--- src/rtl/param_pic_core_pkg.sv ---
// pic_pkg: shared types, defaults and the rotating-priority search used by
// the PIC core.
//   - pic_state_e : two-pulse acknowledge FSM states
//   - prio_res_t  : result of a priority search (found flag, index, rank)
//   - rot_prio()  : first set bit of a request vector, searching from
//                   last_id+1 (rotating) or from 0 (fixed), modulo n
package pic_pkg;

  localparam int DEF_NUM_IRQ = 8;
  localparam int DEF_VEC_W   = 8;
  localparam int MAX_IRQ     = 32;
  localparam int PRIO_IDX_W  = 5;

  typedef enum logic [1:0] {
    IDLE  = 2'd0,
    ACK1  = 2'd1,
    WAIT2 = 2'd2,
    VEC   = 2'd3
  } pic_state_e;

  typedef struct packed {
    logic                  found;
    logic [PRIO_IDX_W-1:0] idx;
    logic [PRIO_IDX_W-1:0] rank;  // distance from the start of the search order
  } prio_res_t;

  // Search vec[0..n-1] starting at (rotate ? last_id+1 : 0), wrapping at n.
  // rank is the position in that order, so a lower rank means higher priority.
  function automatic prio_res_t rot_prio(input logic [MAX_IRQ-1:0]    vec,
                                         input logic [PRIO_IDX_W-1:0] last_id,
                                         input logic                  rotate,
                                         input int                    n);
    prio_res_t r;
    int        start;
    int        idx;
    r     = '0;
    start = 0;
    idx   = 0;
    if (rotate) begin
      start = int'(last_id) + 1;
      if (start >= n) begin
        start = 0;
      end else begin
        start = start;
      end
    end else begin
      start = 0;
    end
    for (int k = 0; k < MAX_IRQ; k++) begin
      if (k < n) begin
        idx = start + k;
        if (idx >= n) begin
          idx = idx - n;
        end else begin
          idx = idx;
        end
        if (vec[idx[4:0]] && !r.found) begin
          r.found = 1'b1;
          r.idx   = idx[4:0];
          r.rank  = k[4:0];
        end else begin
          r = r;
        end
      end else begin
        r = r;
      end
    end
    return r;
  endfunction

endpackage

--- src/rtl/param_pic_core_if.sv ---
// param_pic_core_if: CPU-side handshake of the PIC core.
//   master (bus/control front end): drives inta1/inta2 and EOI commands,
//                                   receives int_out and the vector strobe.
//   slave  (param_pic_core)       : the opposite directions.
interface param_pic_core_if #(
  parameter int NUM_IRQ = 8,
  parameter int VEC_W   = 8,
  parameter int ID_W    = $clog2(NUM_IRQ)
) ();

  logic             inta1;
  logic             inta2;
  logic             eoi_valid;
  logic             eoi_specific;
  logic [ID_W-1:0]  eoi_id;
  logic             int_out;
  logic [VEC_W-1:0] vec_out;
  logic             vec_valid;
  logic             spurious;

  modport master (
    output inta1, inta2, eoi_valid, eoi_specific, eoi_id,
    input  int_out, vec_out, vec_valid, spurious
  );

  modport slave (
    input  inta1, inta2, eoi_valid, eoi_specific, eoi_id,
    output int_out, vec_out, vec_valid, spurious
  );

endinterface

--- src/rtl/param_pic_core_prio_resolver.sv ---
// pic_prio_resolver: combinational priority search over NUM_IRQ bits.
//   req     in  : candidate vector
//   last_id in  : rotation anchor (search starts just after it)
//   rotate  in  : 1 = rotating order, 0 = fixed order (bit 0 highest)
//   found   out : any bit of req set
//   idx     out : index of the highest-priority set bit
//   rank    out : position of idx in the current order (0 = highest)
module pic_prio_resolver
  import pic_pkg::*;
#(
  parameter int NUM_IRQ = 8,
  parameter int ID_W    = $clog2(NUM_IRQ)
) (
  input  logic [NUM_IRQ-1:0] req,
  input  logic [ID_W-1:0]    last_id,
  input  logic               rotate,
  output logic               found,
  output logic [ID_W-1:0]    idx,
  output logic [ID_W-1:0]    rank
);

  logic [MAX_IRQ-1:0]    req_ext_s;
  logic [PRIO_IDX_W-1:0] last_ext_s;
  prio_res_t             res_s;

  // Widen to the package search width and run the ordered search.
  always_comb begin
    req_ext_s                = '0;
    req_ext_s[NUM_IRQ-1:0]   = req;
    last_ext_s               = '0;
    last_ext_s[ID_W-1:0]     = last_id;
    res_s                    = rot_prio(req_ext_s, last_ext_s, rotate, NUM_IRQ);
    found                    = res_s.found;
    idx                      = res_s.idx[ID_W-1:0];
    rank                     = res_s.rank[ID_W-1:0];
  end

endmodule

--- src/rtl/param_pic_core.sv ---
// param_pic_core: parametrised 8259-style interrupt controller datapath.
//   clk, rst     : single clock, synchronous active-high reset
//   irq_in       : synchronised request lines
//   level_mode   : per channel 1 = level, 0 = rising edge
//   mask         : per channel 1 = masked
//   rotate_en    : 1 = rotating priority, 0 = fixed (channel 0 highest)
//   aeoi         : automatic EOI when the vector is delivered
//   vec_base     : vector base, vec_out = vec_base + id (mod 2^VEC_W)
//   bus          : inta1/inta2, EOI commands, int_out and vector strobe
//   irr, isr     : request and in-service registers
//   last_id      : last channel serviced, anchor of the rotating order
module param_pic_core
  import pic_pkg::*;
#(
  parameter int NUM_IRQ = DEF_NUM_IRQ,
  parameter int ID_W    = $clog2(NUM_IRQ),
  parameter int VEC_W   = DEF_VEC_W
) (
  input  logic               clk,
  input  logic               rst,
  input  logic [NUM_IRQ-1:0] irq_in,
  input  logic [NUM_IRQ-1:0] level_mode,
  input  logic [NUM_IRQ-1:0] mask,
  input  logic               rotate_en,
  input  logic               aeoi,
  input  logic [VEC_W-1:0]   vec_base,
  param_pic_core_if.slave    bus,
  output logic [NUM_IRQ-1:0] irr,
  output logic [NUM_IRQ-1:0] isr,
  output logic [ID_W-1:0]    last_id
);

  localparam logic [ID_W-1:0] LAST_IDX = ID_W'(NUM_IRQ - 1);

  pic_state_e         state_r, state_n;
  logic [NUM_IRQ-1:0] irq_smp_r, irq_prv_r;
  logic [NUM_IRQ-1:0] irr_r, isr_r;
  logic [NUM_IRQ-1:0] irr_n_s, isr_n_s, isr_set_s, isr_clr_s, edge_s, cand_s;
  logic [ID_W-1:0]    last_id_r, last_id_n_s, gid_r, eoi_idx_s;
  logic [ID_W-1:0]    win_idx_s, win_rank_s, top_idx_s, top_rank_s;
  logic               win_found_s, top_found_s, pend_s;
  logic               spur_r, eoi_hit_s, aeoi_hit_s, grant_s;
  logic               int_out_r, vec_valid_r, spurious_r;
  logic [VEC_W-1:0]   vec_out_r;

  assign cand_s = irr_r & ~mask;

  pic_prio_resolver #(.NUM_IRQ(NUM_IRQ), .ID_W(ID_W)) u_req_res (
    .req     (cand_s),
    .last_id (last_id_r),
    .rotate  (rotate_en),
    .found   (win_found_s),
    .idx     (win_idx_s),
    .rank    (win_rank_s)
  );

  pic_prio_resolver #(.NUM_IRQ(NUM_IRQ), .ID_W(ID_W)) u_isr_res (
    .req     (isr_r),
    .last_id (last_id_r),
    .rotate  (rotate_en),
    .found   (top_found_s),
    .idx     (top_idx_s),
    .rank    (top_rank_s)
  );

  // A request only counts if it outranks everything already in service;
  // equal rank means the same channel, which must not re-enter.
  assign pend_s  = win_found_s & (~top_found_s | (win_rank_s < top_rank_s));
  assign grant_s = (state_r == ACK1) & ~spur_r;

  // Acknowledge FSM next-state logic.
  always_comb begin
    state_n = state_r;
    case (state_r)
      IDLE: begin
        if (bus.inta1) state_n = ACK1;
        else           state_n = IDLE;
      end
      ACK1:    state_n = WAIT2;
      WAIT2: begin
        if (bus.inta2) state_n = VEC;
        else           state_n = WAIT2;
      end
      VEC:     state_n = IDLE;
      default: state_n = IDLE;
    endcase
  end

  // Next values of irr, isr and last_id from acks, AEOI and EOI commands.
  always_comb begin
    edge_s      = irq_smp_r & ~irq_prv_r;
    isr_set_s   = '0;
    isr_clr_s   = '0;
    eoi_hit_s   = 1'b0;
    eoi_idx_s   = '0;
    aeoi_hit_s  = 1'b0;
    last_id_n_s = last_id_r;
    irr_n_s     = irr_r;

    if (grant_s) isr_set_s[gid_r] = 1'b1;
    else         isr_set_s        = '0;

    if ((state_r == VEC) && aeoi && !spur_r) aeoi_hit_s = 1'b1;
    else                                     aeoi_hit_s = 1'b0;

    if (bus.eoi_valid) begin
      if (bus.eoi_specific) begin
        // Out-of-range ids and already-clear bits leave everything untouched.
        if ((int'(bus.eoi_id) < NUM_IRQ) && isr_r[bus.eoi_id]) begin
          eoi_hit_s = 1'b1;
          eoi_idx_s = bus.eoi_id;
        end else begin
          eoi_hit_s = 1'b0;
        end
      end else if (top_found_s) begin
        eoi_hit_s = 1'b1;
        eoi_idx_s = top_idx_s;
      end else begin
        eoi_hit_s = 1'b0;
      end
    end else begin
      eoi_hit_s = 1'b0;
    end

    if (eoi_hit_s)  isr_clr_s[eoi_idx_s] = 1'b1;
    else            isr_clr_s            = isr_clr_s;
    if (aeoi_hit_s) isr_clr_s[gid_r]     = 1'b1;
    else            isr_clr_s            = isr_clr_s;

    isr_n_s = (isr_r | isr_set_s) & ~isr_clr_s;

    // An EOI and an AEOI on the same bit resolve to that same index.
    if (rotate_en && eoi_hit_s)       last_id_n_s = eoi_idx_s;
    else if (rotate_en && aeoi_hit_s) last_id_n_s = gid_r;
    else                              last_id_n_s = last_id_r;

    // Level channels follow the sampled line; edge channels hold until
    // granted, and a fresh edge in the grant cycle keeps the bit set.
    for (int i = 0; i < NUM_IRQ; i++) begin
      if (level_mode[i]) begin
        irr_n_s[i] = irq_smp_r[i];
      end else begin
        irr_n_s[i] = edge_s[i] | (irr_r[i] & ~(grant_s & (gid_r == ID_W'(i))));
      end
    end
  end

  // State, request/in-service registers and registered outputs.
  always_ff @(posedge clk) begin
    if (rst) begin
      state_r     <= IDLE;
      irq_smp_r   <= '0;
      irq_prv_r   <= '0;
      irr_r       <= '0;
      isr_r       <= '0;
      last_id_r   <= LAST_IDX;
      gid_r       <= LAST_IDX;
      spur_r      <= 1'b0;
      int_out_r   <= 1'b0;
      vec_valid_r <= 1'b0;
      spurious_r  <= 1'b0;
      vec_out_r   <= '0;
    end else begin
      state_r     <= state_n;
      irq_smp_r   <= irq_in;
      irq_prv_r   <= irq_smp_r;
      irr_r       <= irr_n_s;
      isr_r       <= isr_n_s;
      last_id_r   <= last_id_n_s;
      if ((state_r == IDLE) && bus.inta1) begin
        gid_r  <= pend_s ? win_idx_s : LAST_IDX;
        spur_r <= ~pend_s;
      end
      int_out_r   <= (state_n == IDLE) & pend_s;
      vec_valid_r <= (state_n == VEC);
      spurious_r  <= (state_n == VEC) & spur_r;
      if ((state_r == WAIT2) && bus.inta2) begin
        vec_out_r <= vec_base + VEC_W'(gid_r);
      end
    end
  end

  assign bus.int_out   = int_out_r;
  assign bus.vec_out   = vec_out_r;
  assign bus.vec_valid = vec_valid_r;
  assign bus.spurious  = spurious_r;
  assign irr           = irr_r;
  assign isr           = isr_r;
  assign last_id       = last_id_r;

endmodule

--- src/flat_wrapper.sv ---
// flat-port wrapper written by rule: the top's interface ports become plain ports
module param_pic_core_flat import pic_pkg::*;
#(
  parameter int NUM_IRQ = DEF_NUM_IRQ,
  parameter int ID_W    = $clog2(NUM_IRQ),
  parameter int VEC_W   = DEF_VEC_W
)
  (clk, rst, irq_in, level_mode, mask, rotate_en, aeoi, vec_base, irr, isr, last_id, bus_inta1, bus_inta2, bus_eoi_valid, bus_eoi_specific, bus_eoi_id, bus_int_out, bus_vec_out, bus_vec_valid, bus_spurious);
  param_pic_core_if #(.NUM_IRQ(NUM_IRQ), .VEC_W(VEC_W), .ID_W(ID_W)) bus_i ();
  input  logic clk;
  input  logic rst;
  input  logic [NUM_IRQ-1:0] irq_in;
  input  logic [NUM_IRQ-1:0] level_mode;
  input  logic [NUM_IRQ-1:0] mask;
  input  logic rotate_en;
  input  logic aeoi;
  input  logic [VEC_W-1:0] vec_base;
  output logic [NUM_IRQ-1:0] irr;
  output logic [NUM_IRQ-1:0] isr;
  output logic [ID_W-1:0] last_id;
  input wire logic [$bits(bus_i.inta1)-1:0] bus_inta1;
  input wire logic [$bits(bus_i.inta2)-1:0] bus_inta2;
  input wire logic [$bits(bus_i.eoi_valid)-1:0] bus_eoi_valid;
  input wire logic [$bits(bus_i.eoi_specific)-1:0] bus_eoi_specific;
  input wire logic [$bits(bus_i.eoi_id)-1:0] bus_eoi_id;
  output wire logic [$bits(bus_i.int_out)-1:0] bus_int_out;
  output wire logic [$bits(bus_i.vec_out)-1:0] bus_vec_out;
  output wire logic [$bits(bus_i.vec_valid)-1:0] bus_vec_valid;
  output wire logic [$bits(bus_i.spurious)-1:0] bus_spurious;
  assign bus_i.inta1 = bus_inta1;
  assign bus_i.inta2 = bus_inta2;
  assign bus_i.eoi_valid = bus_eoi_valid;
  assign bus_i.eoi_specific = bus_eoi_specific;
  assign bus_i.eoi_id = bus_eoi_id;
  assign bus_int_out = bus_i.int_out;
  assign bus_vec_out = bus_i.vec_out;
  assign bus_vec_valid = bus_i.vec_valid;
  assign bus_spurious = bus_i.spurious;
  param_pic_core #(.NUM_IRQ(NUM_IRQ), .ID_W(ID_W), .VEC_W(VEC_W)) u_core (.clk(clk), .rst(rst), .irq_in(irq_in), .level_mode(level_mode), .mask(mask), .rotate_en(rotate_en), .aeoi(aeoi), .vec_base(vec_base), .bus(bus_i), .irr(irr), .isr(isr), .last_id(last_id));
endmodule
--- config.mk ---
export PLATFORM = sky130hd
export DESIGN_NAME = param_pic_core_flat
export DESIGN_NICKNAME = d
export VERILOG_FILES = /design/src/rtl/param_pic_core_pkg.sv /design/src/rtl/param_pic_core_if.sv /design/src/rtl/param_pic_core_prio_resolver.sv /design/src/rtl/param_pic_core.sv /design/src/flat_wrapper.sv
export SDC_FILE = /design/constraint.sdc
export NUM_CORES = 1
export LEC_CHECK = 0
export CAP_MARGIN = 0
export CORE_MARGIN = 4
export CORE_UTILIZATION = 50
export DETAILED_ROUTE_END_ITERATION = 10
export PLACE_DENSITY = 0.78
export SLEW_MARGIN = 15
export SYNTH_ARGS = -nofsm -noshare
export SYNTH_HDL_FRONTEND = slang
export SYNTH_SLANG_ARGS = --single-unit
--- constraint.sdc ---
create_clock -name clk -period 4.5 [get_ports clk]
set_input_delay 0.675 -clock clk [delete_from_list [all_inputs] [get_ports clk]]
set_output_delay 0.675 -clock clk [all_outputs]
set_load 0.02 [all_outputs]
==> impl_metrics.yaml, run 1 <==
clock_network:
  cts.sinks: 52
  numCtsBuffers: 5
  cts-root-buf: "clkbuf_8"
  cts_tree: "done"
  cts_buffer_depth: 2
  path_clk_slew_ns: 0.11
  htreeDepth: 2
  clock_latency_ns: 0.32
power_and_ir_drop:
  ir_worst_vdd_mv: 0.274
  combinationalPowerShare: 0.391
  switching_share: 0.355
  p_switching_mw: 0.473
  p_total_mw: 1.33
  clockPowerShare: 0.220
  seq_power_share: 0.389
  leakagePower_nw: 2.59
  power_density_nw_per_um2: 211
  p_int_mw: 0.859
final_layout:
  final_nets: 789
  nFillCells: 748
  postLayoutCoreUtil: 0.710
  drive_above_1_share: 0.242
  n_antenna_cell: 0
  fin_area_sq_um: 6310
  area_growth_syn_to_layout_pct: 35.6
  final_cells: 820
sta:
  finClkSkew_ns: 0.00865
  worstMarginPinSlew_ns: 1.01
  fin_hold_ws_ns: 0.462
  min_period_over_period: 0.964
  setup_tns_ns: 0
  max_slew_margin: 0.327
  layout_setup_ws_ns: 0.161
  final_hold_viol_count: 0
  finalSetupViolCount: 0
  slew_violations: 0
  fmax_ghz: 0.230
  period_minus_slack_ns: 4.34
global_routing:
  antenna_found_initial: 0
  grt_pass1_wl_mm: 24.6
  grt_pass1_vias: 4921
  track_usage: 0.275
  grt_max_degree: 49
  grt_overflow_total: 0
floorplan:
  core_sq_um: 8890
  die_h_um: 104
  row_count: 34
  io_pins: 73
  dieArea_sq_um: 10900
  start_util: 0.524
  die_w_um: 104
placement:
  dp.cells: 810
  numPortBuffers: 72
  post_dp_cell_area_sq_um: 6140
  place_ws_ns: -0.201
  routabilityCongestion: 0.955
  hpwlAfterDp_mm: 12.6
setup_path:
  end_kind: "flip-flop"
  cp.arrival_ns: 4.53
  required_ns: 4.70
  worstSetupStartpointType: "primary input"
  crit_fanout: 5
  crit_type: "primary input to flip-flop"
route:
  dr.pass1.iters: 5
  drtIter0Drc: 242
  routedWlPerCell_um: 18.6
  drt-total-wl_mm: 15.3
  dr_total_vias: 4825
  drc: 0
  vias_per_cell: 5.88
  ant_nets: 0
synth:
  yosysSeqAreaShare: 0.224
  yosysWarnings: 0
  syn_area_per_cell_sq_um: 8.43
  syn_area_sq_um: 4660
  ys_async_sr_fraction: 0
  netlist_instances: 552
  ys_seq_elements: 52
  synth_edf_count: 0
  synth_flop_cell: "dfxtp_1"
  netlist-cell-type-count: 91
worst_hold_path:
  hold_path.class: "flip-flop to flip-flop"
run:
  maxCapViolCount: 0
status:
  status: "finished clean"
==> critical path: stages <==
cell and delay, ns:
clkdlybuf4s50_1 0.57, nand2_2 0.10, buf_4 0.16, buf_4 0.14
ha_1 0.28, nor2b_1 0.17, mux2i_1 0.11, nor3_1 0.34
a22oi_1 0.20, o211ai_1 0.17, buf_4 0.18, nor4_4 0.03
a31oi_1 0.23, nand3b_1 0.11, ha_1 0.31, and2_1 0.14
o41ai_1 0.07, a21boi_1 0.21, o22a_2 0.21, a41oi_1 0.13
==> kinds of logic after synthesis <==
logic type                 Yosys count  synth area share
other                                2           0.00161
and+or+nand+nor                    238             0.273
DFF                                 52             0.224
xor gates and xnor gates             6            0.0113
adders and majority gates           35            0.0957
AOI/OAI and AO/OA                  131             0.225
buffers and inverters               41            0.0398
muxes                               47             0.130
==> state kept, by name, indices dropped and copies added (netlist names) <==
signal / flops
u_core.bus.int_out: 1
u_core.bus.spurious: 1
u_core.bus.vec_out: 8
u_core.bus.vec_valid: 1
u_core.gid_r: 3
u_core.irq_prv_r: 8
u_core.irq_smp_r: 8
u_core.irr: 8
u_core.isr: 8
u_core.last_id: 3
u_core.spur_r: 1
u_core.state_r: 2
==> cell usage after synthesis (4+ instances only) <==
library cell	number	area, sq um
mux2i_1	32	320
nor2_1	54	203
dfxtp_1	52	1040
and2_1	13	81.3
a21oi_1	25	125
or3_1	5	31.3
nand2b_1	14	87.6
o21ai_1	6	30.0
mux4_2	8	180
a32oi_1	4	35.0
or2_2	5	31.3
a211oi_1	5	37.5
mux2_2	4	45.0
nand2_1	54	203
nor2b_1	34	213
a32o_1	8	80.1
nand4_1	8	50.1
nor3b_1	4	30.0
nand3_1	10	50.1
inv_1	17	63.8
a31oi_1	9	56.3
ha_1	34	425
o211ai_1	7	52.6
o211a_1	4	40.0
nor4_1	4	25.0
clkbuf_1	11	41.3
a2111oi_2	7	105
nor3_1	11	55.1
o21ai_0	13	65.1
==> layout make-up <==
class                   count  area, sq um  share of cell area
clock buffers               5         68.8              0.0109
repair buffers            170         1450               0.230
clock inverters             3         28.8             0.00456
well taps                 108          135              0.0214
inverters                  20         77.6              0.0123
flip-flops and latches     52         1040               0.165
multi-input cells         462         3510               0.556
==> placed cells by master (no fill, tap or decap), types with 3 or more instances in the layout <==
master / count
nand4_1: 8
inv_1: 17
nand3_1: 10
nand2_1: 53
o2111ai_1: 3
and2_1: 12
mux4_2: 8
mux2i_1: 31
or2_2: 5
nor4_1: 3
nor3b_1: 4
xor2_1: 3
a211oi_1: 5
conb_1: 5
o211a_1: 4
clkdlybuf4s50_1: 71
buf_4: 98
nor2b_1: 34
a32o_1: 8
clkbuf_8: 5
a21oi_1: 25
a31oi_1: 9
a32oi_1: 3
a2111oi_2: 7
o311ai_1: 3
o211ai_1: 7
or3_1: 5
dfxtp_1: 51
o21ai_0: 13
ha_1: 34
nor3_1: 11
nor2_1: 53
nand2b_1: 14
xnor2_1: 3
mux2_2: 4
o21ai_1: 4
==> final timing paths <==
check	start	endpoint	slack (ns)	cells after the start
worst max-delay path	rotate_en	u_core.gid_r[1]	0.16	20
worst min-delay path	u_core.bus.vec_out[3]	u_core.bus.vec_out[3]	0.46	2
worst max register to register	u_core.last_id[1]	u_core.gid_r[1]	0.16	22
worst min register to register	u_core.bus.vec_out[3]	u_core.bus.vec_out[3]	0.46	2
==> timing repair <==
item / in CTS / in global routing
hold buffers: 0 / 0
endpoints found under the setup margin: 0 / 10
setup buffers: 0 / 2
gates resized for setup: 0 / 15
==> power groups by stage <==
| stage | combinational [mW] | clock (mW) | sequential [mW] |
|---|---|---|---|
| floorplan | 0.279 | 0 | 0.531 |
| global placement | 0.493 | 0 | 0.527 |
| detailed placement | 0.504 | 0 | 0.528 |
| CTS | 0.506 | 0.295 | 0.517 |
| global route | 0.564 | 0.314 | 0.522 |
| finish | 0.521 | 0.293 | 0.518 |
==> routing by layer <==
metal	global-route usage	wire, um
met1	0.319	6270
met4	0.131	648
met5	0	0
met3	0.0261	624
met2	0.504	7740
(Power assumes the default switching activity.)
==> run 2, diff against run 1 <==
--- a/config.mk
+++ b/config.mk
@@ -8,6 +8,7 @@
 export CAP_MARGIN = 0
 export CORE_MARGIN = 4
 export CORE_UTILIZATION = 50
+export CTS_CLUSTER_SIZE = 20
 export DETAILED_ROUTE_END_ITERATION = 10
 export PLACE_DENSITY = 0.78
 export SLEW_MARGIN = 15
==> results of run 2 <==
Same layout as run 1: the final DEF is identical, and so are final timing and power.
